**src/rtl/button_event_decoder.sv**
```systemverilog
// Turns debounced press pulses and the long-hold level into
// single, double, long-press and long-release event strobes.
module button_event_decoder #(
  parameter int GAP_CYCLES = 2048,
  parameter int CNT_W      = 12
) (
  input  logic clk,
  input  logic rst_n,
  input  logic pulse,
  input  logic long,
  output logic single_click,
  output logic double_click,
  output logic long_press,
  output logic long_release,
  output logic busy
);

  typedef enum logic [1:0] {
    S_IDLE,
    S_WAIT2,
    S_HOLD
  } state_t;

  localparam logic [CNT_W-1:0] LAST = CNT_W'(GAP_CYCLES - 1);

  state_t           r_state;
  logic [CNT_W-1:0] r_cnt;
  logic             r_long_q;
  logic             r_single;
  logic             r_double;
  logic             r_lpress;
  logic             r_lrel;

  logic w_rise;
  logic w_fall;

  assign w_rise = long & ~r_long_q;
  assign w_fall = ~long & r_long_q;

  always_ff @(posedge clk) begin
    if (!rst_n) begin
      r_state  <= S_IDLE;
      r_cnt    <= '0;
      r_long_q <= 1'b0;
      r_single <= 1'b0;
      r_double <= 1'b0;
      r_lpress <= 1'b0;
      r_lrel   <= 1'b0;
    end else begin
      r_long_q <= long;
      r_single <= 1'b0;
      r_double <= 1'b0;
      r_lpress <= 1'b0;
      r_lrel   <= 1'b0;
      unique case (r_state)
        S_IDLE: begin
          if (w_rise) begin
            r_lpress <= 1'b1;
            r_state  <= S_HOLD;
          end else if (pulse) begin
            r_cnt   <= '0;
            r_state <= S_WAIT2;
          end
        end
        // a long rise discards the pending click
        S_WAIT2: begin
          if (w_rise) begin
            r_lpress <= 1'b1;
            r_state  <= S_HOLD;
          end else if (pulse) begin
            r_double <= 1'b1;
            r_state  <= S_IDLE;
          end else if (r_cnt == LAST) begin
            r_single <= 1'b1;
            r_state  <= S_IDLE;
          end else begin
            r_cnt <= r_cnt + 1'b1;
          end
        end
        S_HOLD: begin
          if (w_fall) begin
            r_lrel  <= 1'b1;
            r_state <= S_IDLE;
          end
        end
        default: r_state <= S_IDLE;
      endcase
    end
  end

  assign single_click = r_single;
  assign double_click = r_double;
  assign long_press   = r_lpress;
  assign long_release = r_lrel;
  assign busy         = (r_state != S_IDLE);

endmodule

```
**config.mk**
```make
export PLATFORM = sky130hd
export DESIGN_NAME = button_event_decoder
export DESIGN_NICKNAME = d
export VERILOG_FILES = /design/src/rtl/button_event_decoder.sv
export SDC_FILE = /design/constraint.sdc
export NUM_CORES = 1
export LEC_CHECK = 0
export ABC_CLOCK_PERIOD_IN_PS = 2150
export CAP_MARGIN = 40
export CORE_MARGIN = 4
export CORE_UTILIZATION = 45
export DETAILED_ROUTE_END_ITERATION = 12
export MAX_ROUTING_LAYER = met4
export PLACE_DENSITY = 0.75
export SLEW_MARGIN = 0
export SYNTH_ARGS = -nofsm -noshare
export SYNTH_HDL_FRONTEND = slang
export SYNTH_SLANG_ARGS = --single-unit
```
**constraint.sdc**
```tcl
create_clock -name clk -period 2.15 [get_ports clk]
set_input_delay 0.43 -clock clk [delete_from_list [all_inputs] [get_ports clk]]
set_output_delay 0.43 -clock clk [all_outputs]
set_load 0.1 [all_outputs]
```
==> results by group, run 1 <==
Timing
  – Final-report hold violation count: 0
  – Post-Route Setup TNS: 0 ns
  – Least-Margin Pin Slew: 0.376 ns
  – Final clock skew: 0.00300 ns
  – Final setup fails: 0
  – Final Cycle Share: 0.875
  – RSZ-0062 raised after global routing: false
  – Worst slew margin: 0.748
  – Final Max Tran Viols: 0
  – Tmin final: ~1.9 ns
  – Max Fclk: 532 MHz

Setup path
  – CP max-delay cell: dfxtp_1
  – Crit path capture: r_cnt[2]$_SDFFE_PN0P_
  – CP Data Arrival Time: around 2.1 ns
  – FF-to-FF path depth: 7
  – Critical Path Fanout Max: 10
  – Type of origin of the critical path: register
  – Launching point of the worst reg2reg path: r_cnt[0]$_SDFFE_PN0P_
  – CP Launch Point: r_cnt[0]$_SDFFE_PN0P_
  – Worst path cell trace: ha_1, and3_2, nand3_2, o31ai_1, buf_4, and2_4, a211o_1
  – Reg-to-reg endpoint: r_cnt[2]$_SDFFE_PN0P_
  – CP Capture Type: register
  – WP data required: 2.41 ns
  – Max stage delay on crit path: 0.40 ns
  – Critical path class: register to register
  – R2R Setup Slk: approximately 0.27 ns

Synth
  – Cell count after synthesis: 106
  – Syn Nets: 111
  – Synth warnings: 0
  – Async set-reset flop share out of synthesis: 0
  – Seq/Total Area, Yosys: 0.416
  – Avg Cell Area, Syn: between 8 and 9 µm²
  – #FFs+latches synth: 19
  – Mapped Area: about 910 µm²
  – Ys flop type: dfxtp_1
  – Unique cell type count in the Yosys netlist: 39
  – Post-synth EDFFs: 0

Cells and area
  – FF+latch area: ~380 µm²
  – Area of the multi-input gates: 503 µm²
  – Area growth syn-to-layout: 17.0%
  – Post-layout net count: around 130
  – # diodes: 0
  – Filler instances: approximately 190
  – Share of layout cells above drive strength 1: 0.200
  – Final core occ: 0.551

Routing
  – Residual DRC: 0
  – Antenna Nets Post-Route: 0
  – Met3 WL: 88 µm
  – Final wirelength: 1.98 mm
  – Via-to-Cell Ratio: 5.65
  – DRT iter0 DRCs: 31
  – Metal2 WL: 959 µm
  – 1st-pass router iterations: 4
  – Via count: about 830
  – Met1 WL: approximately 900 µm
  – WL per Instance: 13.4 µm
  – Highest routed layer: met4

Pwr
  – Reg power frac: 0.557
  – Clock power frac: 0.277
  – Switching Share: 0.286
  – Internal cell power: 0.000472 W
  – Net Sw Power: about 0.00019 W
  – Max IR drop VDD: 0.409 mV
  – Power per cell area: 618 nW/µm²
  – Comb power frac: 0.166
  – Lkg Pwr: around 0.43 nW

Die
  – Die Width: 53.1 µm
  – Starting density of the core: 0.471
  – Die ar.: approximately 2800 µm²
  – # rows: 16
  – I/O pin total: 9
  – Die height: 53.1 µm
  – Core ar.: 1940 µm²

Clocking
  – CTS clk-pin slew, worst paths: 0.11 ns
  – CTS buffer count: 3
  – Root Buffer: clkbuf_4
  – Cts hold-fix bufs: 0
  – Clock sinks: 19
  – Clk buf depth: 2
  – # H-tree levels: 1
  – Setup bufs post-CTS: 0
  – Post-CTS sizing: 0
  – CTS tree: yes
  – Skew-Pair Late Insertion Delay: 0.30 ns

Global routing
  – Pin count of the biggest net entering global routing: 12
  – First-pass GRT wire length: 3.35 mm
  – Total GRT Usage: 0.170
  – GRT Residual Overflow: 0
  – Initial antenna violation count: 0
  – Vias in the first global route: 770

Run
  – Max-Cap Viols: 0

Placement
  – Routability cong.: between 0.8 and 0.9
  – Port bufs: 8
  – Detailed placement HPWL: around 1.5 mm

Outcome
  – Outcome: complete, no violations

Hold path
  – Min-delay worst type: register to register
==> area by class of cell <==
type / count / share of cell area
Tap cell: 27 / 0.0316
Clock buffer: 3 / 0.0211
Sequential cell: 19 / 0.356
Clock inverter: 1 / 0.00468
Multi-Input combinational cell: 82 / 0.470
Inverter: 2 / 0.00702
Timing Repair Buffer: 13 / 0.110
==> placed cells by master, fill, tap and decap left out, types with 2 or more instances in the layout <==
cell             count
nand2b_1             2
o31ai_1              6
clkdlybuf4s50_1      3
or4_1                2
nor3_1               6
buf_4                9
o21ai_1              2
a211o_1              2
dfxtp_1             19
nand2_1             10
clkbuf_4             3
o211ai_1             2
a21o_1               2
a31oi_1              3
and3_2               3
nand3_1             11
nor3b_1              2
nor2_1               9
and3_1               2
==> metal layers <==
metal	GRT usage	vias to the layer above
li1	-	414
met1	0.208	390
met2	0.269	24
met3	0.0338	3
met4	0.0766	0
met5	-	-
==> flip-flops by register name, indices dropped and copies added (netlist names) <==
signal	cells
single_click	1
long_release	1
r_cnt	12
r_long_q	1
double_click	1
r_state	2
long_press	1
==> worst min path at each step <==
stage | startpoint | to | slack (ns) | cells after the start
final | r_cnt[11]$_SDFFE_PN0P_ | r_cnt[11]$_SDFFE_PN0P_ | 0.49 | 2
after global routing | r_cnt[11]$_SDFFE_PN0P_ | r_cnt[11]$_SDFFE_PN0P_ | 0.52 | 2
after CTS | r_cnt[11]$_SDFFE_PN0P_ | r_cnt[11]$_SDFFE_PN0P_ | 0.49 | 2
after detailed placement | r_cnt[11]$_SDFFE_PN0P_ | r_cnt[11]$_SDFFE_PN0P_ | 0.47 | 2
after global placement | r_cnt[11]$_SDFFE_PN0P_ | r_cnt[11]$_SDFFE_PN0P_ | 0.46 | 2
after floorplan | r_cnt[11]$_SDFFE_PN0P_ | r_cnt[11]$_SDFFE_PN0P_ | 0.45 | 2
==> synthesized netlist by cell type (2+ instances only) <==
cell      number  share of area
o211ai_1       2          0.016
dfxtp_1       19           0.42
a21o_1         2          0.016
nor2_1         9          0.037
a211o_1        2          0.019
nor3b_1        2          0.016
nor3_1         6          0.033
nand2_1       10          0.041
nand3_1       11          0.060
a31oi_1        3          0.021
o21ai_1        2          0.011
and3_2         3          0.025
o31ai_1        6          0.049
nand2b_1       2          0.014
and3_1         2          0.014
or4_1          2          0.016
==> kinds of logic after synthesis <==
group           after synthesis  share of synthesized area
simple gates                 59                      0.361
compound gates               20                      0.156
flops                        19                      0.416
xor+xnor                      2                     0.0192
fa+ha+maj                     1                     0.0137
buf+inv                       5                     0.0342
==> power groups by stage <==
stage               registers [W]  logic (W)  clock network [W]
floorplan                0.000386  0.0000657                  0
global placement         0.000376   0.000107                  0
detailed placement       0.000376   0.000109                  0
CTS                      0.000368   0.000110           0.000187
global route             0.000370   0.000117           0.000207
finish                   0.000368   0.000110           0.000183
==> per-stage QoR <==
step	setup slack [ns]	hold slack, ns	power [W]	area [µm²]	cells
6_report	0.269	0.487	0.000661	1070	147
5_1_grt	0.160	0.518	0.000695	1070	147
4_1_cts	0.270	0.492	0.000665	1070	147
3_5_place_dp	0.0813	0.474	0.000485	1040	143
3_3_place_gp	0.112	0.465	0.000483	1040	143
2_1_floorplan	0.506	0.447	0.000451	915	106
==> worst max-delay path, delay by kind of cell, from the launching register on <==
family,cells,cell delay [ns]
buf+inv,1,0.24
compound gates,2,0.43
flops,1,0.40
simple gates,3,0.54
fa+ha+maj,1,0.23
No activity file was read; power rests on OpenSTA's default activity.
==> run 2, diff against run 1 <==
--- a/config.mk
+++ b/config.mk
@@ -10,9 +10,10 @@
 export CORE_MARGIN = 4
 export CORE_UTILIZATION = 45
 export DETAILED_ROUTE_END_ITERATION = 12
+export HOLD_SLACK_MARGIN = 0.15
 export MAX_ROUTING_LAYER = met4
 export PLACE_DENSITY = 0.75
-export SLEW_MARGIN = 0
+export SLEW_MARGIN = 20
 export SYNTH_ARGS = -nofsm -noshare
 export SYNTH_HDL_FRONTEND = slang
 export SYNTH_SLANG_ARGS = --single-unit
==> results of run 2 <==
Same layout as run 1: the final DEF is identical, and so are final timing and power.
